[src/rtl/screen_pkg.sv]
// Shared screen-grid definitions: grid size, cell index type, direction codes
// and the wrap-around step helpers used by the cursor logic.
package screen;

    localparam int unsigned GRID_N = 9;

    typedef logic [3:0] cell_idx;

    typedef enum logic [2:0] {
        DIR_NONE,
        DIR_UP,
        DIR_DOWN,
        DIR_LEFT,
        DIR_RIGHT
    } dir_t;

    function automatic cell_idx wrap_inc(cell_idx v);
        return (v == cell_idx'(GRID_N - 1)) ? '0 : v + 1'b1;
    endfunction

    function automatic cell_idx wrap_dec(cell_idx v);
        return (v == '0) ? cell_idx'(GRID_N - 1) : v - 1'b1;
    endfunction

endpackage

[src/rtl/btn_sync.sv]
// Two-flop synchronizer for one raw, asynchronous push button.
module btn_sync (
    input  logic clk,
    input  logic rst,
    input  logic btn_raw,
    output logic btn
);

    logic meta;

    always_ff @(posedge clk) begin
        if (rst) begin
            meta <= 1'b0;
            btn  <= 1'b0;
        end else begin
            meta <= btn_raw;
            btn  <= meta;
        end
    end

endmodule

[src/rtl/cursor_controller.sv]
// Sudoku cursor: synchronized direction buttons with hold-to-repeat, wrap-around
// row/col stepping and a frame-locked blink flag for the highlight.
module cursor_controller
    import screen::*;
#(
    parameter int unsigned REPEAT_DELAY = 30,
    parameter int unsigned REPEAT_RATE  = 6,
    parameter int unsigned BLINK_FRAMES = 20
) (
    input  logic    clk,
    input  logic    rst,
    input  logic    btn_up,
    input  logic    btn_down,
    input  logic    btn_left,
    input  logic    btn_right,
    input  logic    frame_tick,
    output cell_idx row,
    output cell_idx col,
    output logic    cursor_visible,
    output logic    moved
);

    localparam int unsigned MAX_DR  = (REPEAT_DELAY > REPEAT_RATE) ? REPEAT_DELAY : REPEAT_RATE;
    localparam int unsigned MAX_ALL = (MAX_DR > BLINK_FRAMES) ? MAX_DR : BLINK_FRAMES;
    localparam int unsigned CNT_W   = $clog2(MAX_ALL + 1);

    localparam logic [CNT_W-1:0] DELAY_LAST = CNT_W'(REPEAT_DELAY - 1);
    localparam logic [CNT_W-1:0] RATE_LAST  = CNT_W'(REPEAT_RATE - 1);
    localparam logic [CNT_W-1:0] BLINK_LAST = CNT_W'(BLINK_FRAMES - 1);

    typedef enum logic [1:0] {StIdle, StDelay, StRepeat} state_t;

    logic up_s, down_s, left_s, right_s;

    btn_sync u_sync_up    (.clk(clk), .rst(rst), .btn_raw(btn_up),    .btn(up_s));
    btn_sync u_sync_down  (.clk(clk), .rst(rst), .btn_raw(btn_down),  .btn(down_s));
    btn_sync u_sync_left  (.clk(clk), .rst(rst), .btn_raw(btn_left),  .btn(left_s));
    btn_sync u_sync_right (.clk(clk), .rst(rst), .btn_raw(btn_right), .btn(right_s));

    state_t           state_q, state_d;
    dir_t             cur_dir_q, cur_dir_d;
    dir_t             dir;
    logic [CNT_W-1:0] fcnt_q, fcnt_d;
    logic [CNT_W-1:0] bcnt_q, bcnt_d;
    logic [CNT_W-1:0] fcnt_last;
    cell_idx          row_q, row_d, col_q, col_d;
    logic             vis_q, vis_d;
    logic             moved_q;
    logic             move;

    always_comb begin
        if (up_s)         dir = DIR_UP;
        else if (down_s)  dir = DIR_DOWN;
        else if (left_s)  dir = DIR_LEFT;
        else if (right_s) dir = DIR_RIGHT;
        else              dir = DIR_NONE;
    end

    always_comb begin
        state_d   = state_q;
        cur_dir_d = cur_dir_q;
        fcnt_d    = fcnt_q;
        move      = 1'b0;
        fcnt_last = (state_q == StDelay) ? DELAY_LAST : RATE_LAST;

        unique case (state_q)
            StIdle: begin
                if (dir != DIR_NONE) begin
                    move      = 1'b1;
                    cur_dir_d = dir;
                    fcnt_d    = '0;
                    state_d   = StDelay;
                end
            end
            StDelay, StRepeat: begin
                if (dir == DIR_NONE) begin
                    state_d = StIdle;
                    fcnt_d  = '0;
                end else if (dir != cur_dir_q) begin
                    // A different button takes over: behaves exactly like a fresh press.
                    move      = 1'b1;
                    cur_dir_d = dir;
                    fcnt_d    = '0;
                    state_d   = StDelay;
                end else if (frame_tick) begin
                    if (fcnt_q == fcnt_last) begin
                        move    = 1'b1;
                        fcnt_d  = '0;
                        state_d = StRepeat;
                    end else begin
                        fcnt_d = fcnt_q + 1'b1;
                    end
                end
            end
            default: begin
                state_d = StIdle;
                fcnt_d  = '0;
            end
        endcase
    end

    always_comb begin
        row_d = row_q;
        col_d = col_q;
        if (move) begin
            case (dir)
                DIR_UP:    row_d = wrap_dec(row_q);
                DIR_DOWN:  row_d = wrap_inc(row_q);
                DIR_LEFT:  col_d = wrap_dec(col_q);
                DIR_RIGHT: col_d = wrap_inc(col_q);
                default:   ;
            endcase
        end
    end

    // A move restarts the blink phase and takes priority over a coinciding wrap.
    always_comb begin
        bcnt_d = bcnt_q;
        vis_d  = vis_q;
        if (move) begin
            bcnt_d = '0;
            vis_d  = 1'b1;
        end else if (frame_tick) begin
            if (bcnt_q == BLINK_LAST) begin
                bcnt_d = '0;
                vis_d  = ~vis_q;
            end else begin
                bcnt_d = bcnt_q + 1'b1;
            end
        end
    end

    always_ff @(posedge clk) begin
        if (rst) begin
            state_q   <= StIdle;
            cur_dir_q <= DIR_NONE;
            fcnt_q    <= '0;
            bcnt_q    <= '0;
            row_q     <= '0;
            col_q     <= '0;
            vis_q     <= 1'b1;
            moved_q   <= 1'b0;
        end else begin
            state_q   <= state_d;
            cur_dir_q <= cur_dir_d;
            fcnt_q    <= fcnt_d;
            bcnt_q    <= bcnt_d;
            row_q     <= row_d;
            col_q     <= col_d;
            vis_q     <= vis_d;
            moved_q   <= move;
        end
    end

    assign row            = row_q;
    assign col            = col_q;
    assign cursor_visible = vis_q;
    assign moved          = moved_q;

endmodule

[config.mk]
export PLATFORM = sky130hd
export DESIGN_NAME = cursor_controller
export DESIGN_NICKNAME = d
export VERILOG_FILES = /design/src/rtl/screen_pkg.sv /design/src/rtl/btn_sync.sv /design/src/rtl/cursor_controller.sv
export SDC_FILE = /design/constraint.sdc
export NUM_CORES = 1
export LEC_CHECK = 0
export CAP_MARGIN = 10
export CORE_UTILIZATION = 25
export DETAILED_ROUTE_END_ITERATION = 8
export PLACE_DENSITY = 0.37
export REMOVE_ABC_BUFFERS = 1
export SYNTH_ARGS = -nofsm -noshare
export SYNTH_HDL_FRONTEND = slang
export SYNTH_SLANG_ARGS = --single-unit
[constraint.sdc]
create_clock -name clk -period 5.8 [get_ports clk]
set_input_delay 0.58 -clock clk [delete_from_list [all_inputs] [get_ports clk]]
set_output_delay 0.58 -clock clk [all_outputs]
set_load 0.01 [all_outputs]
==> results of run 1 <==
-- sequential cells by signal, summed over array words and instances, names as in the netlist, 2 cells and up --
name	flops
bcnt_q	5
col	4
cur_dir_q	3
fcnt_q	5
row	4
state_q	2
-- cell families after synthesis --
logic type / after synthesis / share of synthesized area
AOI/OAI and AO/OA: 58 / 0.2192
muxes: 5 / 0.02609
adders and majority gates: 10 / 0.06523
DFF: 33 / 0.3444
buffers and inverters: 23 / 0.04892
xor gates and xnor gates: 6 / 0.02740
and+or+nand+nor: 91 / 0.2688
-- stage by stage --
step           cells  power, mW  setup WS (ps)  hold slack [ps]
6_report         340     0.5939           3403            427.1
5_1_grt          340     0.6375           3217            454.1
4_1_cts          340     0.6072           3392            434.9
3_5_place_dp     332     0.4067           3170            420.4
3_3_place_gp     332     0.4100           3184            418.8
2_1_floorplan    215     0.3621           3710            413.8
-- final cells by class --
cell class | instances | area, um^2 | area share
clock inverters | 1 | 5.005 | 0.002205
clock buffers | 7 | 96.34 | 0.04245
flip-flops and latches | 33 | 660.6 | 0.2911
inverters | 12 | 45.04 | 0.01985
well taps | 99 | 123.9 | 0.05458
multi-input cells | 170 | 1164 | 0.5127
repair buffers | 18 | 175.2 | 0.07718
-- report_power, final --
| group | internal (mW) | leakage [nW] | switching [mW] |
|---|---|---|---|
| sequential | 0.240 | 0.269 | 0.0164 |
| combinational | 0.0622 | 0.469 | 0.0819 |
| clock | 0.107 | 0.0542 | 0.0862 |
-- path summary, 6_finish.rpt --
path,startpoint,end
worst max-delay path,u_sync_left.btn,fcnt_q[3]
worst min-delay path,u_sync_up.meta,u_sync_up.btn
worst min register to register,u_sync_up.meta,u_sync_up.btn
worst max register to register,u_sync_left.btn,fcnt_q[3]
-- Yosys cell counts (4+ instances only) --
library cell,number
a211oi_1,4
a21oi_1,13
a31oi_1,4
clkbuf_1,9
dfxtp_1,33
ha_1,10
inv_1,12
mux2i_1,5
nand2_1,10
nand3_1,12
nor2_1,21
nor2b_1,14
nor3_1,6
nor4_1,5
o21ai_0,13
xnor2_1,4
-- worst max-delay path: stages (launching register included) --
cell and delay, ps:
dfxtp_1 480, nor2_2 80, or4b_4 490, a32o_1 450, o31ai_4 460, nand2b_2 230
o41ai_2 70
-- per-layer routing --
layer | vias up | wire (um) | track usage
li1 | 844 | - | -
met1 | 757 | 2169 | 0.1596
met2 | 23 | 1869 | 0.1860
met3 | 6 | 114 | 0.03291
met4 | 0 | 68 | 0.04329
met5 | - | 0 | 0
==> run summary, run 1 <==
The height of the chip came out at 89.59 um. Summed over all cells, the static leakage comes to 0.7929 nW. The count of pins over their slew limit came out at 0. For the worst-skew pair, the clock arrives at the later sink with an insertion delay of 290 ps. The length of the first detailed-routing pass in iterations is 4. The post-layout minimum cycle time is 2397 ps. The worst path required time is 5960 ps. The maximum number of pins on one net before global-route repair is 29. The post-detailed-route via-to-cell ratio came out at 4.794. The transition at the pin with the smallest max-transition slack is 699.4 ps. For this run, asynchronously set or reset flops after synthesis account for 0. Setup repair after global routing left no endpoint under its margin. The number of instances in the synthesized netlist is 226. The setup fix buffers added after clock tree synthesis is 0. The number of warning messages in the yosys log came out at 0. The relative max-transition margin is 0.5337.

In the layout the commonest cells are 33 x dfxtp_1, 21 x nor2_1, 16 x clkdlybuf4s50_1, 14 x nor2b_1. The starting density of the core came out at 0.2616. The via count of the first global-routing pass is 1,530. The number of fillers in the final layout is 784. The area enclosed by the die boundary is 8026 um^2. The largest fanout of any net on the critical path came out at 10. The number of antenna violations at the first check in global routing is 0. The clock input transition at the sequential cells of the worst setup and hold paths is 70 ps. The cell area after layout came out at 2270 um^2. The share of the synthesized area in the top cell type came out at 0.3444.

The final wirelength is 4221 um. Clock tree synthesis selected as its root buffer the cell clkbuf_8. Along the worst hold path, the cell count comes to 1. In this run the number of H-tree levels came out at 2. The top flip-flop cell by instance count after synthesis is dfxtp_1. The first-pass GRT wire length came out at 7383 um. The quantity of hold-fixing buffers added after cts came out at 0. The total number of vias came out at 1,630. The number of enable-type register cells in the synthesized netlist came out at 0. The sink count of the clock tree came out at 33. In the final timing run, aggregate negative setup slack is 0 ps. The cell count of the worst reg-to-reg path came out at 6. The total track usage is 0.1200. The fraction of layout instances using a drive strength above 1 is 0.09129. The clock passes through at most 2 buffers. The type of the most critical hold path is reg -> reg. The final hold violation count came out at 0. Power spread over the standard cell area amounts to 261.7 nW/um^2. The share of the yosys chip area belonging to registers came out at 0.3444. The residual antenna-violating net count after detailed routing is 0. In this run the cell area measured after placement is 2168 um^2. The worst setup path is captured at a flop. IR analysis of the VDD net gives a maximum drop of 0.09548 mV. After detailed routing, the number of remaining DRC violations is 0. The die is 89.59 um wide. The antenna cell count came out at 0.

The post-synthesis cell type count came out at 50. The final weighted congestion in routability-driven placement is 0.6990. The synthesized netlist occupies a cell area of 1918 um^2. The number of nets at the end of the flow came out at 257. Yosys attributes the largest share of cell area to dfxtp_1 34%, ha_1 6.5%, nor2b_1 4.6%.

The TritonCTS clock tree is done. The final worst-path cycle share is 0.4133. The library cell used most frequently in the layout, excluding fill and tap cells, is dfxtp_1. The number of top-level design ports came out at 17. The detailed router finished its first iteration with 57 violations. The number of flip-flops and latches in the synthesized netlist came out at 33. The area added between synthesis and finish came out at 18.33%. The run finished with clean final reports. The number of I/O port buffers came out at 16. The core utilization of the finished layout came out at 0.3096.

Post-CTS repair changed the size of 0 cells. The wire length per cell after detailed routing is 12.41 um. Summed over all nets, the half-perimeter wirelength after detailed placement is 2996 um. Across all register-to-register paths, the minimum setup slack is 3400 ps. Across the run, the number of max-cap violations was 0.

Setup violations remaining at the end of the flow were counted as 0. STA classifies the critical path startpoint as a flop. The floorplan core area came out at 7331 um^2.

The maximum operating frequency came out at 417.1 MHz. After floorplanning, the core was divided into 31 placement rows. The number of buffers created by CTS is 5. The data arrival time of the critical path is 2560 ps. The clock skew came out at 6.778 ps. The library cell occupying the most area in the post-synthesis netlist is dfxtp_1.

The start-to-end type of the worst setup path is reg -> reg. The leftover overflow at the end of global routing came out at 0. The mean instance size in the synthesized netlist is 8.487 um^2.
Power figures use the tool's default switching activity.
==> run 2: changes to the inputs <==
Clock period 5.8 ns to 2.4 ns, I/O delays scaled along.
==> run summary, run 2 (synthesis results as in run 1) <==
The transition at the pin with the smallest max-transition slack came out at 627.5 ps. TritonCTS created 5 clock buffers. Of all nets on the critical path, the largest fanout is 10.

The leakage power total is 0.8160 nW. The worst setup path is of the reg -> reg kind. The core utilization of the finished layout is 0.3142. The number of setup violations in the final report is 0. The maximum operating frequency is 457.3 MHz. For this run, design rule violations remaining after detail routing come to 0. The pre-antenna-repair detailed-routing pass consisted of 4 iterations. The library cell used most frequently in the layout, excluding fill and tap cells, is dfxtp_1. In the finished design, the share of the clock period the worst path needs comes to 0.9111. The final hold violation count came to 0. The post-layout minimum cycle time is 2187 ps. The number of nets at the end of the flow came out at 261. The worst setup path is launched from a flop. The number of stages on the worst hold path came out at 1. The floorplan has 31 rows. Setup repair after global routing left no endpoint under its margin. The floorplan core area is 7331 um^2. The post-detailed-route via-to-cell ratio came out at 4.785. Across the run, the number of max-cap violations was 0. Dividing total power by cell area gives a power density of 627.6 nW/um^2.

The type of element capturing the critical path is a flop. The fraction of layout instances using a drive strength above 1 came out at 0.1143. Dividing the detail-routed wire length by the instance count gives 12.53 um. The cell count of the worst reg-to-reg path is 6. After routing the design area is 2303 um^2. The leftover overflow at the end of global routing came out at 0. The sink count of the clock tree came out at 33.

The number of antenna violations at the first check in global routing came out at 0. Entering global routing, the biggest net connects 17 pins. The placed wire-length estimate came out at 3136 um.

The number of I/O port buffers came out at 16. The worst IR drop on VDD came out at 0.1851 mV. The area added between synthesis and finish is 20.09%. The area enclosed by the die boundary is 8026 um^2. The largest registers in the layout are bcnt_q: 5 flops, fcnt_q: 5 flops. In the global route stage, overall resource usage came out at 0.1254. The data arrival time of the critical path came out at 2350 ps. The tightest hold path in the finished design has a slack of 437.1 ps. The count of routing violations after the opening detailed-route iteration is 57.

The post-layout instance count excluding filler cells is 344. The first-pass GRT wire length came out at 7569 um. The worst hold path belongs to the class reg -> reg. The quantity of hold-fixing buffers added after cts is 0. The count of pins over their slew limit came to 0. The via count of the first global-routing pass came out at 1,543.

The die is 89.59 um tall. The clock skew came out at 7.963 ps. The initial utilization of the core area, before any placement, comes to 0.2616.

The relative max-transition margin came out at 0.5808. The flow ran to the end, and the final reports show no timing, DRC or antenna violations. The total number of vias is 1,646. The later pin in the worst-skew pair is clocked with a latency of 280 ps. The number of cells after detailed placement is 336. TritonCTS built the clock tree. The maximum buffer depth of the clock tree came out at 2. From left edge to right edge, the die measures 89.59 um.

The placed instance area came out at 2198 um^2. The worst path required time came out at 2560 ps. For the final routed database, the setup TNS stands at 0 ps. The buffer cell driving the clock tree root is clkbuf_8. The number of antenna diodes in the final layout is 0. The H-tree was split into 2 levels. The clock input transition at the sequential cells of the worst setup and hold paths is 70 ps.

In this run the remaining antenna-violating nets after routing total 0. The minimum setup slack among reg-to-reg paths is 210 ps. The top cell types in the final layout, fill and taps aside, are 33 x dfxtp_1, 20 x nor2_1, 16 x clkdlybuf4s50_1, 14 x nor2b_1.

The final weighted congestion in routability-driven placement is 0.7534. The number of top-level design ports came out at 17. The final wirelength is 4310 um.
==> run 2: cell types whose count changed in the layout (fill, tap and decap cells not counted), sizes merged <==
cell and change:
buf +4
==> run 2: final cells by class <==
class | count | area (um^2)
fillers | 779 | 5027
clock inverters | 1 | 5.005
well taps | 99 | 123.9
flip-flops and latches | 33 | 660.6
multi-input cells | 170 | 1167
inverters | 12 | 45.04
clock buffers | 7 | 96.34
repair buffers | 22 | 205.2
==> run 2: path summary, 6_finish.rpt <==
| kind | start | to |
|---|---|---|
| setup / recovery | u_sync_down.btn | fcnt_q[3] |
| hold / removal | u_sync_right.meta | u_sync_right.btn |
| setup reg to reg | u_sync_down.btn | fcnt_q[3] |
| hold reg to reg | u_sync_right.meta | u_sync_right.btn |
==> run 2: report_power, final <==
group	internal, mW	leakage [nW]	switching, mW	total [mW]
registers	0.580	0.269	0.0399	0.620
clock network	0.259	0.0542	0.210	0.469
logic	0.157	0.493	0.200	0.357
==> run 2: critical path, stage by stage, from the launching register on <==
cell and delay [ps]:
dfxtp_1 430, nor2_2 80, or4b_4 490, a32o_2 380, o31ai_4 380, nand2b_2 220
o41ai_2 70
==> run 2: timing repair <==
item | in CTS | in global routing
setup buffers | 0 | 0
setup endpoints to repair | 0 | 5
gates resized for setup | 0 | 2
==> run 2: metal layers <==
metal,GRT usage,part of all wire
met1,0.1683,0.51
met2,0.1901,0.44
met3,0.03291,0.032
met4,0.05195,0.018
met5,0,0
==> run 2: stage by stage <==
stage               power (mW)  setup slack (ps)
floorplan               0.8751             310.5
global placement        0.9949             131.8
detailed placement      0.9859             122.6
CTS                      1.467             90.75
global route             1.557             101.8
finish                   1.446             213.3
==> run 3: changes to the inputs <==
Settings changed: CELL_PAD_IN_SITES_DETAIL_PLACEMENT set to 1, CELL_PAD_IN_SITES_GLOBAL_PLACEMENT set to 1, PLACE_DENSITY 0.37 to 0.46, SETUP_SLACK_MARGIN set to 0.15.
==> run summary, run 3 (synthesis results as in run 1) <==
The first-pass GRT wire length came out at 8217 um. The buffer cell driving the clock tree root is clkbuf_8. The type of element capturing the critical path is a flop.

In this run, post-CTS hold repair placed 0 buffers. The worst hold margin came out at 437.7 ps. The post-detailed-route via-to-cell ratio is 4.869. The maximum buffer depth of the clock tree is 2. The transition at the pin with the smallest max-transition slack came out at 604.3 ps.

The height of the chip is 89.59 um. The placed instance area came out at 2205 um^2. The number of setup violations in the final report came out at 0. The flow ran to the end, and the final reports show no timing, DRC or antenna violations. The largest registers in the layout are bcnt_q: 5 flops, fcnt_q: 5 flops.

The library cell used most frequently in the layout, excluding fill and tap cells, is dfxtp_1. The kind of launch point of the worst setup path is a flop. After routing, the total negative slack on setup checks comes to 0 ps.

The clock latency reported for the late side of the worst-skew pair came out at 290 ps. After clock tree synthesis, the clock-pin slew on the worst setup and hold paths is 70 ps. Measured in cells, the most critical reg-to-reg path has a length of 6. In this run the tool buffered the top-level ports with 16 buffer cells. By startpoint and endpoint, the worst setup path is classified as reg -> reg. The worst hold path belongs to the class reg -> reg. The critical path starts at u_sync_down.btn. Setup repair after global routing left no endpoint under its margin. The power density normalized to cell area came out at 629.0 nW/um^2. In the final routed layout, each cell accounts on average for 14.12 um.

The post-place setup slack is 68.84 ps. The total track usage is 0.1346. The initial utilization of the core area, before any placement, comes to 0.2616.

The number of buffers created by CTS came out at 5. The clock drives 33 sinks. Counting instances, the worst hold path has a depth of 1. The final worst-path cycle share came out at 0.8835.

The total number of H-tree levels came out at 2. The worst stage delay on the critical path is 490 ps. Data arrives at the worst endpoint at 2290 ps. After detailed routing, the number of remaining DRC violations is 0. The relative max-transition margin came out at 0.5963.

The area added between synthesis and finish is 21.14%. The number of maximum-capacitance constraint violations came out at 0. The maximum operating frequency came out at 471.6 MHz. In this design, the largest share of critical-path delay is due to compound AO/OA/AOI/OAI gates. Together, buffers and inverters on the worst path number 0. The total number of vias came out at 1,675. The leakage power total came out at 0.8179 nW. Measured along the x axis, the die boundary spans 89.59 um. The largest fanout of any net on the critical path came out at 10.

The maximum number of pins on one net before global-route repair is 17. The count of pins over their slew limit is 0. The fraction of layout instances using a drive strength above 1 came out at 0.1265. The post-layout minimum cycle time is 2120 ps. The site row count came out at 31. The antenna cell count came out at 0.

The number of antenna violations at the first check in global routing is 0. On the final layout, the worst clock skew is 5.532 ps. Wires add up to 4857 um. The critical path goes through nor2_2 -> or4b_4 -> a32o_4 -> o31ai_4 -> nand2b_2 -> o41ai_2. The count of routing violations after the opening detailed-route iteration came out at 38.

The TritonCTS clock tree is done. The path length in cells of the critical path came out at 6. The via count of the first global-routing pass came out at 1,636. The worst path required time came out at 2570 ps.

The startpoint identified for the worst register-to-register timing path is u_sync_down.btn. The final worst setup slack is 279.5 ps. The total overflow left after global routing is 0. Before antenna repair, the detailed router went through 4 iterations.

The cell area after layout is 2323 um^2. The floorplan core area is 7331 um^2. In the layout the commonest cells are 31 x dfxtp_1, 21 x nor2_1, 16 x clkdlybuf4s50_1, 14 x nor2b_1, 13 x o21ai_0.

The final weighted congestion in routability-driven placement is 0.7219. After legalization and detailed placement, the total HPWL measured 3522 um. The area enclosed by the die boundary came out at 8026 um^2. At the end of the flow, the number of nets in the layout was 261. The worst IR drop on VDD came out at 0.2152 mV.

The largest individual stage delay along the critical path comes from the cell or4b_4. The worst hold path begins at u_sync_up.meta. Once detail routing completed, the nets flagged for antenna violations numbered 0. The final hold violation count came out at 0. The number of top-level design ports is 17.
==> run 3: cell counts in the layout (fill, tap and decap cells not counted) <==
Identical to the previous run, type by type.
==> run 3: report_power, final <==
group	leakage, nW	switching, mW	internal [mW]	total (mW)
Clock	0.0542	0.211	0.259	0.470
Sequential	0.270	0.0422	0.580	0.622
Combinational	0.494	0.208	0.161	0.369
Total	0.818	0.461	1.00	1.46
==> run 3: routing by layer <==
| metal | routed length, um | global-route usage | vias up |
|---|---|---|---|
| met5 | 0 | 0 | - |
| met4 | 65 | 0.04329 | 0 |
| met3 | 95 | 0.03016 | 7 |
| met2 | 2163 | 0.2045 | 12 |
| met1 | 2531 | 0.1881 | 800 |
| li1 | - | - | 856 |
==> run 3: final timing paths <==
kind                        end  slack [ps]
hold reg to reg   u_sync_up.btn         440
setup reg to reg      fcnt_q[3]         280
hold / removal    u_sync_up.btn         440
setup / recovery      fcnt_q[3]         280
==> run 3: cell type report <==
cell class / count / area (um^2)
clock buffers: 7 / 96.34
clock inverters: 1 / 5.005
fillers: 869 / 5007
inverters: 12 / 45.04
multi-input cells: 170 / 1185
flip-flops and latches: 33 / 663.1
well taps: 99 / 123.9
repair buffers: 22 / 205.2
==> run 3: through the flow <==
step                      cells    util  power (mW)
after floorplan             215       -      0.8751
after global placement      336  0.3007       1.002
after detailed placement    336  0.3007       1.000
after CTS                   344  0.3151       1.487
after global routing        344  0.3169       1.563
final                       344  0.3169       1.461
==> run 3: timing repair <==
item / in CTS / in global routing
pin swaps: 1 / 1
endpoints found under the setup margin: 9 / 13
resized for setup: 3 / 2
buffers inserted: 0 / 0
